[src/rtl/fetch_unit.sv]
// Opcode fetch stage: owns the PC, loads it from the reset vector, reads opcode
// bytes (folding $10/$11 page prefixes) and presents a 16-bit instruction word.
//
// state     | meaning
// ----------+--------------------------------------------------------------
// ST_START  | idle cycle after reset release, no memory access
// ST_VEC_HI | reading vector high byte at RESET_VECTOR
// ST_VEC_LO | reading vector low byte at RESET_VECTOR+1
// ST_FETCH  | reading opcode (or page prefix) byte at pc
// ST_FETCH2 | reading opcode byte that follows a page prefix
// ST_HOLD   | ir valid, waiting for ir_ack; pc_inc/pc_load honoured here

module fetch_unit #(
    parameter logic [15:0] RESET_VECTOR = 16'hFFFE
) (
    input  logic        clk,
    input  logic        reset,
    output logic [15:0] mem_addr,
    output logic        mem_rd,
    input  logic [7:0]  mem_din,
    input  logic        mem_ack,
    output logic [15:0] ir,
    output logic        ir_valid,
    input  logic        ir_ack,
    output logic [15:0] pc,
    input  logic        pc_inc,
    input  logic        pc_load,
    input  logic [15:0] pc_in
);

    typedef enum logic [2:0] {
        ST_START  = 3'd0,
        ST_VEC_HI = 3'd1,
        ST_VEC_LO = 3'd2,
        ST_FETCH  = 3'd3,
        ST_FETCH2 = 3'd4,
        ST_HOLD   = 3'd5
    } state_t;

    state_t      state_q, state_d;
    logic [15:0] pc_q, pc_d;
    logic [15:0] ir_q, ir_d;
    logic        ir_valid_q, ir_valid_d;
    logic        mem_rd_q, mem_rd_d;
    logic [15:0] mem_addr_q, mem_addr_d;
    logic        rd_done;

    assign rd_done = mem_rd_q & mem_ack;

    always_comb begin
        state_d = state_q;
        pc_d    = pc_q;
        ir_d    = ir_q;
        case (state_q)
            ST_START: state_d = ST_VEC_HI;
            ST_VEC_HI: begin
                if (rd_done) begin
                    pc_d[15:8] = mem_din;
                    state_d    = ST_VEC_LO;
                end
            end
            ST_VEC_LO: begin
                if (rd_done) begin
                    pc_d[7:0] = mem_din;
                    state_d   = ST_FETCH;
                end
            end
            ST_FETCH: begin
                if (rd_done) begin
                    pc_d = pc_q + 16'd1;
                    if (mem_din == 8'h10 || mem_din == 8'h11) begin
                        ir_d[15:8] = mem_din;
                        state_d    = ST_FETCH2;
                    end else begin
                        ir_d    = {8'h00, mem_din};
                        state_d = ST_HOLD;
                    end
                end
            end
            ST_FETCH2: begin
                // Second byte is always the opcode; prefixes do not chain.
                if (rd_done) begin
                    ir_d[7:0] = mem_din;
                    pc_d      = pc_q + 16'd1;
                    state_d   = ST_HOLD;
                end
            end
            ST_HOLD: begin
                if (pc_load) begin
                    pc_d = pc_in;
                end else if (pc_inc) begin
                    pc_d = pc_q + 16'd1;
                end
                if (ir_ack) begin
                    state_d = ST_FETCH;
                end
            end
            default: state_d = ST_START;
        endcase
    end

    // Outputs are registered from the next state and next pc, so they never
    // see mem_ack, ir_ack or mem_din combinationally.
    always_comb begin
        mem_rd_d   = 1'b0;
        mem_addr_d = pc_d;
        ir_valid_d = 1'b0;
        case (state_d)
            ST_VEC_HI: begin
                mem_rd_d   = 1'b1;
                mem_addr_d = RESET_VECTOR;
            end
            ST_VEC_LO: begin
                mem_rd_d   = 1'b1;
                mem_addr_d = RESET_VECTOR + 16'd1;
            end
            ST_FETCH, ST_FETCH2: mem_rd_d = 1'b1;
            ST_HOLD:             ir_valid_d = 1'b1;
            default:             mem_rd_d = 1'b0;
        endcase
    end

    always_ff @(posedge clk or negedge reset) begin
        if (!reset) begin
            state_q    <= ST_START;
            pc_q       <= 16'h0000;
            ir_q       <= 16'h0000;
            ir_valid_q <= 1'b0;
            mem_rd_q   <= 1'b0;
            mem_addr_q <= 16'h0000;
        end else begin
            state_q    <= state_d;
            pc_q       <= pc_d;
            ir_q       <= ir_d;
            ir_valid_q <= ir_valid_d;
            mem_rd_q   <= mem_rd_d;
            mem_addr_q <= mem_addr_d;
        end
    end

    assign mem_addr = mem_addr_q;
    assign mem_rd   = mem_rd_q;
    assign ir       = ir_q;
    assign ir_valid = ir_valid_q;
    assign pc       = pc_q;

endmodule
[config.mk]
export PLATFORM = sky130hd
export DESIGN_NAME = fetch_unit
export DESIGN_NICKNAME = d
export VERILOG_FILES = /design/src/rtl/fetch_unit.sv
export SDC_FILE = /design/constraint.sdc
export NUM_CORES = 1
export LEC_CHECK = 0
export CELL_PAD_IN_SITES_DETAIL_PLACEMENT = 0
export CELL_PAD_IN_SITES_GLOBAL_PLACEMENT = 1
export CORE_ASPECT_RATIO = 1.2
export CORE_MARGIN = 1.5
export CORE_UTILIZATION = 35
export CTS_CLUSTER_DIAMETER = 30
export DETAILED_ROUTE_END_ITERATION = 10
export HOLD_SLACK_MARGIN = 0.03
export PLACE_DENSITY = 0.86
export SYNTH_ARGS = -nofsm -noshare
export SYNTH_HDL_FRONTEND = slang
export SYNTH_SLANG_ARGS = --single-unit
[constraint.sdc]
create_clock -name clk -period 2.3 [get_ports clk]
set_clock_uncertainty 0.15 [all_clocks]
set_input_delay 0.46 -clock clk [delete_from_list [all_inputs] [get_ports clk]]
set_output_delay 0.46 -clock clk [all_outputs]
set_load 0.02 [all_outputs]
# Word-level counts from Yosys, hierarchy flattened
# Index checks and enable logic that the tools add are counted.
# W data, S select, Z words.
[totals]
romBits = 0
inputBits = 30
memories = 0
regBits = 53
ram_bits = 0
latchBits = 0
wordCells = 53
out_inout_bits = 50
[classes]
n_reduce_logical = 7
muxes = 22
n_div = 0
eq_ne = 15
mul = 0
add_sub_neg = 1
bitwise_logic = 1
order_cmp = 0
shifts = 0
[op_table]
columns = ["op", "n"]
rows = [
  ["$mux W16", 3],
  ["$mux W8", 6],
  ["$pmux W8 S3", 2],
  ["$pmux W16 S2", 1],
  ["$pmux W3 S6", 1],
  ["$add A16 B1 Y16 const B", 1],
  ["$eq A8 B5 Y1 const B", 2],
  ["$pmux W8 S2", 1],
  ["$mux W3", 5],
  ["$eq A3 B2 Y1 const B", 4],
  ["$eq A3 B3 Y1 const B", 4],
  ["$eq A3 B1 Y1 const B", 2],
  ["$ne A2 B2 Y1 const B", 3],
  ["$reduce_and A4 Y1", 1],
  ["$reduce_or A4 Y1", 1],
  ["$logic_not A3 Y1", 1],
  ["$mux W1", 3],
  ["$reduce_and A2 Y1", 1],
  ["$reduce_bool A2 Y1", 1],
  ["$reduce_or A2 Y1", 1],
  ["$and A1 B1 Y1", 1],
  ["$logic_or A1 B1 Y1", 1],
]

# Logic depth before layout (Yosys ltp)
# Gate-level depths: netlist (run 1).
[logic_depth]
word_depth = 8
mapped_depth = 8
depth_no_buf = 6

# Worst setup path before layout (run 1)
# Ideal clock, no wire load.
[synth_timing]
kind = "reg2reg"
from = "register pc_q[1] (netlist: pc[1])"
to = "register mem_addr_q[12] (netlist: mem_addr[12])"
path_buffers = 1
path_stages_with_launch = 8
setup_ns = 0.146
arrival_time_ns = 1.940
path_slack_ns = 0.065
synth_period_minus_slack_ns = 2.235
required_time_ns = 2.004
cell_sequence = "dfrtp_1 > ha_1 > buf_2 > nand4_2 > nor3_1 > mux2_2 > o21ai_1 > nand4_1"
[synth_between]
elab_chain_len = 5
word_cells_on_any_way = 6
cone_classes = "add/sub (1); mux (5)"
[synth_rtl]
columns = ["item", "line_no", "text"]
rows = [
  ["from (decl)", "41", "logic [15:0] pc_q, pc_d;"],
  ["from (signal assigned)", "133", "pc_q <= pc_d;"],
  ["$add A16 B1 Y16 (*)", "70, 84, 92", ""],
  ["$mux W16", "91", "end else if (pc_inc) begin"],
  ["$mux W16", "89", "if (pc_load) begin"],
  ["$pmux W8 S3 (*)", "54", "case (state_q)"],
  ["$pmux W16 S2 (*)", "108", "case (state_d)"],
  ["net mem_addr_d[12]", "45", "logic [15:0] mem_addr_q, mem_addr_d;"],
  ["to (signal assigned)", "137", "mem_addr_q <= mem_addr_d;"],
  ["to (decl)", "45", ""],
]
# Mark *: on every way through the listed nets, which the timed path passes. The rest lies on a longest branch.
# A chain may end at the register's enable or synchronous reset.

# Worst setup path in the final report (run 1)
[layout_timing]
from = "input port pc_inc"
to = "register mem_addr_q[7] (netlist: mem_addr[7])"
[layout_between]
elab_chain_len = 4
[layout_rtl]
columns = ["item", "line_no", "text"]
rows = [
  ["from (decl)", "26", "input logic pc_inc,"],
  ["$mux W16", "91", ""],
  ["$mux W16", "89", ""],
  ["$pmux W8 S3", "54", ""],
  ["$pmux W16 S2", "108", ""],
  ["net mem_addr_d[7]", "45", ""],
]
# The timed path passes the listed nets, and every way through them passes these cells.

==> out/qor.yml, run 1 <==
status: "finished, final reports clean"
timing.final.crit_share_pct: 95.5
vias_per_cell: 5.74
crit_type: "input port to flip-flop"
setup-violations-final: 0
place_inst: 637
drc: 0
dieArea_sq_um: 10700
ys_seq_area_share_pct: 37.5
insertedDiodeCount: 0
total_power_mw: 6.62
path_max_fanout: 5
cts_setup_buffers: 0
synthCells: 399
final_cell_mix: "78 x clkdlybuf4s50_1, 66 x buf_4, 50 x dfrtp_1"
die_h_um: 113
grt-ovfl-total: 0
placement.io_buffers: 79
p_per_area_nw_per_um2: 1320
htree_num_levels: 2
drt-total-wl_um: 12000
grt_pass1_vias: 3620
cts_max_path_buffers: 2
cts_tree: "done"
slew_viol_final: 0
grtUsageTotal_pct: 23.5
yosysWarnings: 0
cts.sinks: 53
cp_data_arrival_time_ns: 2.23
final_cells: 646
power_leakage_nw: 2.05
hold_path_class: "flip-flop to flip-flop"
first_pass_iters: 5
grt_pass1_wl_um: 19100
syn_avg_cell_area_sq_um: 8.87
synth_seq_cells: 53
synth_area_sq_um: 3540
fmax_ghz: 0.455
num_vias: 3711
pin_count: 80
drt_iter0_markers: 285
hold_viol: 0
wl_per_cell_um: 18.6
start_util_pct: 35.7
core-area_sq_um: 9910
final_common_cell: "clkdlybuf4s50_1"
drv_cap: 0
rsz0062_at_grt: "false"
drtAntennaViolNets: 0
syn_nets: 430
synth_edf_count: 0
hpwlAfterDp_um: 9210
synthFlopType: "dfrtp_1"
grt_max_degree: 30
start_kind: "input port"
cp-end-kind: "flip-flop"
cts_buffers: 5
drive_above_1_share_pct: 19.2
vdd_ir_drop_max_mv: 0.628
fin_nets: 550
slew-limit-headroom_pct: 64.5
place.gp.congestion: 0.966
worst_pin_slew_ns: 0.528
nFillCells: 963
cts-root-buf: "clkbuf_16"
clk_pin_slew_worst_paths_ns: 0.08
insertion_delay_ns: 0.31
min_period_ns: 2.20
antenna_found_initial: 0
die_w_um: 94.8
area_growth_syn_to_layout_pct: 41.1
synthArstFlopShare_pct: 100
ys_types: 68
required_ns: 2.34
num_rows: 40
area by class of cell:
cell class,instances,area [sq um],area share [%]
multi-input cells,302,2000,40.1
clock buffers,5,125,2.51
repair buffers,147,1310,26.3
inverters,10,37.5,0.752
flip-flops and latches,53,1330,26.6
well taps,126,158,3.16
clock inverters,3,28.8,0.576
through the flow:
step	hold WS [ns]	setup TNS (ns)	utilization, %	instance area (sq um)	setup WS [ns]
floorplan	0.0144	0	-	3540	0.0646
global placement	0.314	-2.00	48.6	4820	-0.155
detailed placement	0.324	-3.12	48.6	4820	-0.211
CTS	0.344	0	50.3	4980	0.0174
global route	0.357	0	50.4	4990	0.00191
finish	0.335	0	50.4	4990	0.103
final timing paths:
check                                     startpoint               endpoint  slack, ns  depth (start not counted)
worst max-delay path                          pc_inc  mem_addr[7]$_DFF_PN0_       0.10                          6
worst min-delay path              ir[11]$_DFFE_PN0P_     ir[11]$_DFFE_PN0P_       0.34                          1
worst max register to register  state_q[2]$_DFF_PN0_      ir[7]$_DFFE_PN0P_       0.12                          5
worst min register to register    ir[11]$_DFFE_PN0P_     ir[11]$_DFFE_PN0P_       0.34                          1
max in group asynchronous                      reset        pc[7]$_DFF_PN0_       1.13                          3
min in group asynchronous                      reset        pc[4]$_DFF_PN0_       0.53                          3
power breakdown:
part	switching, mW	internal, mW	total, mW
clock network	0.401	0.419	0.820
registers	0.384	1.31	1.70
logic	2.23	1.87	4.10
total	3.02	3.60	6.62
synthesized netlist by cell type, types with 4 or more instances:
master,n,area [sq um]
a211oi_1,4,30.0
a21oi_1,25,125
a22o_1,4,35.0
a31oi_1,9,56.3
and2_1,9,56.3
buf_2,21,105
buf_4,5,37.5
clkbuf_1,7,26.3
dfrtp_1,53,1330
inv_1,10,37.5
mux2_1,6,67.6
mux2i_1,5,50.1
nand2_1,29,109
nand2b_1,10,62.6
nand3_1,21,105
nand4_1,8,50.1
nor2_1,24,90.1
nor2b_1,5,31.3
nor3_1,13,65.1
nor4_2,5,62.6
o211ai_1,9,67.6
o21a_1,6,45.0
o21ai_0,24,120
o21ai_1,5,25.0
o22ai_1,4,25.0
o31ai_1,5,37.5
xnor2_1,5,43.8
xor2_1,8,70.1
critical path, cell delays in order:
cell	delay [ns]
clkdlybuf4s50_1	0.56
buf_4	0.17
nand4_1	0.12
nor2_1	0.29
o22ai_1	0.19
a2111o_1	0.44
metal layers:
metal | vias up | part of all wire (%) | GRT usage [%]
li1 | 1724 | - | -
met1 | 1801 | 42 | 30.4
met2 | 155 | 49 | 38.0
met3 | 31 | 5.6 | 4.23
met4 | 0 | 3.3 | 10.2
met5 | - | 0 | 0
registers in the layout (all words and copies together), names as in the netlist:
signal	count
ir	16
ir_valid	1
mem_addr	16
mem_rd	1
pc	16
state_q	3
logic make-up after synthesis:
logic type | share of synthesized area (%)
muxes | 4.28
and+or+nand+nor | 25.7
adders and majority gates | 0.353
DFF | 37.5
xor gates and xnor gates | 3.22
buffers and inverters | 6.15
AOI/OAI and AO/OA | 22.8
what timing repair did:
item | in CTS | in global routing
endpoints found under the hold margin | 24 | 0
resized for setup | 0 | 4
endpoints found under the setup margin | 0 | 5
hold buffers | 1 | 0
No activity file was read; power rests on OpenSTA's default activity.
==> inputs of run 2 (changes only) <==
- CORE_UTILIZATION: 35 -> 34
- PLACE_DENSITY: 0.86 -> 0.87
- SLEW_MARGIN: unset -> 20
- clock period: 2.3 -> 1.93 ns (I/O delays scaled with it)
==> out/qor.yml, run 2 (synthesis results as in run 1) <==
worst_slack_ns: 0.0264
vias_per_cell: 5.59
grt_pass1_vias: 3835
crit_type: "input port to flip-flop"
timing.final.crit_share_pct: 98.6
grtUsageTotal_pct: 23.6
dieArea_sq_um: 11000
total_power_mw: 8.58
placement.io_buffers: 79
final_cell_mix: "100 x buf_4, 55 x clkdlybuf4s50_1, 43 x dfrtp_1"
die_w_um: 96.1
drv_cap: 0
min_period_ns: 1.90
core-area_sq_um: 10100
start_util_pct: 35.2
reg2reg_depth: 6
path_cells: "clkdlybuf4s50_1, buf_6, nand4b_1, o32a_1, o2111ai_1, a31oi_1, nand2b_1"
cp-endpoint: "mem_addr[3]$_DFF_PN0_"
cts.sinks: 53
utilization_pct: 55.3
reg2reg_from: "state_q[1]$_DFF_PN0_"
hold_path_class: "input port to flip-flop"
place.gp.congestion: 0.925
insertedDiodeCount: 0
drive_above_1_share_pct: 30.9
fin_nets: 594
cts_max_path_buffers: 2
r2r-end: "ir[5]$_DFFE_PN0P_"
insertion_delay_ns: 0.30
hpwlAfterDp_um: 9570
place_ws_ns: -0.479
grt_pass1_wl_um: 19900
num_rows: 40
status: "finished, final reports clean"
grt_max_degree: 54
final.setup.tns_ns: 0
setup-violations-final: 0
htree_num_levels: 2
die_h_um: 115
antenna_found_initial: 0
cp.depth: 7
nFillCells: 910
cts-root-buf: "clkbuf_16"
slowest_stage: "clkdlybuf4s50_1"
cp-end-kind: "flip-flop"
critical_path.startpoint: "mem_ack"
slew_viol_final: 0
pin_count: 80
first_pass_iters: 5
drt-total-wl_um: 13000
drtAntennaViolNets: 0
grt-ovfl-total: 0
multiInputGateArea_sq_um: 2210
drt_iter0_markers: 194
fmax_ghz: 0.525
path_max_fanout: 8
power_leakage_nw: 2.44
drc: 0
required_ns: 1.97
hold_viol: 0
vdd_ir_drop_max_mv: 0.878
ff_latch_area_sq_um: 1340
final_cells: 690
wl_per_cell_um: 18.8
max_stage_delay_ns: 0.50
ff2ff_setup_slack_ns: 0.03
place_inst: 663
area_growth_syn_to_layout_pct: 57.2
worst_pin_slew_ns: 0.358
slew-limit-headroom_pct: 75.8
final_common_cell: "buf_4"
rsz0062_at_grt: "true"
cpLargestDelayFamily: "buffers and inverters"
clk_pin_slew_worst_paths_ns: 0.07
p_per_area_nw_per_um2: 1540
cp_data_arrival_time_ns: 1.95
cts_buffers: 5
path_buf_inv: 2
cts_tree: "done"
num_vias: 3859
start_kind: "input port"
-- run 2: changes by cell type in the layout (fill, tap and decap cells not counted), moves of 4 or more --
cell	delta
buf_4	+34
buf_6	+6
clkdlybuf4s50_1	-23
dfrtp_1	-7
dfrtp_2	+7
dlygate4sd2_1	+17
dlymetal6s2s_1	+6
o21ai_0	-7
o21ai_1	+4
-- run 2: worst min-delay path by stage --
| stage | endpoint | startpoint | cells after the start |
|---|---|---|---|
| CTS | ir[10]$_DFFE_PN0P_ | ir[10]$_DFFE_PN0P_ | 1 |
| floorplan | ir[0]$_DFFE_PN0P_ | reset | 0 |
| global route | ir[2]$_DFFE_PN0P_ | mem_din[2] | 2 |
| detailed placement | mem_addr[10]$_DFF_PN0_ | reset | 2 |
| global placement | pc[12]$_DFF_PN0_ | reset | 2 |
| finish | ir[2]$_DFFE_PN0P_ | mem_din[2] | 2 |
-- run 2: layer usage --
layer	wire [um]	GRT usage, %
met5	0	0
met4	483	9.02
met3	547	3.37
met2	6530	40.7
met1	5420	29.4
-- run 2: cell type report --
type | instances | area share (%)
timing repair buffer | 189 | 30.0
tap | 126 | 2.83
sequential | 53 | 24.1
multi-input combinational | 304 | 39.7
clock inverter | 3 | 0.472
inverter | 10 | 0.675
clock buffer | 5 | 2.25
-- run 2: what timing repair did --
action / 4_1_cts / 5_1_grt
hold endpoints to repair: 53 / 0
hold buffers: 1 / 0
gates resized for setup: 30 / 46
pin swaps: 5 / 15
setup endpoints to repair: 41 / 33
gates cloned: 0 / 2
buffers inserted: 7 / 9
-- run 2: stage by stage --
step	hold slack [ns]	area, sq um
4_1_cts	0.353	5320
3_5_place_dp	0.260	5060
2_1_floorplan	-0.0596	3590
6_report	0.257	5560
5_1_grt	0.294	5560
3_3_place_gp	0.251	5060
-- run 2: report_power, final --
group          leakage, nW  switching, mW  internal [mW]  total (mW)
clock network       0.0744          0.450          0.492       0.941
logic                 1.74           2.95           2.66        5.60
registers            0.621          0.451           1.58        2.03
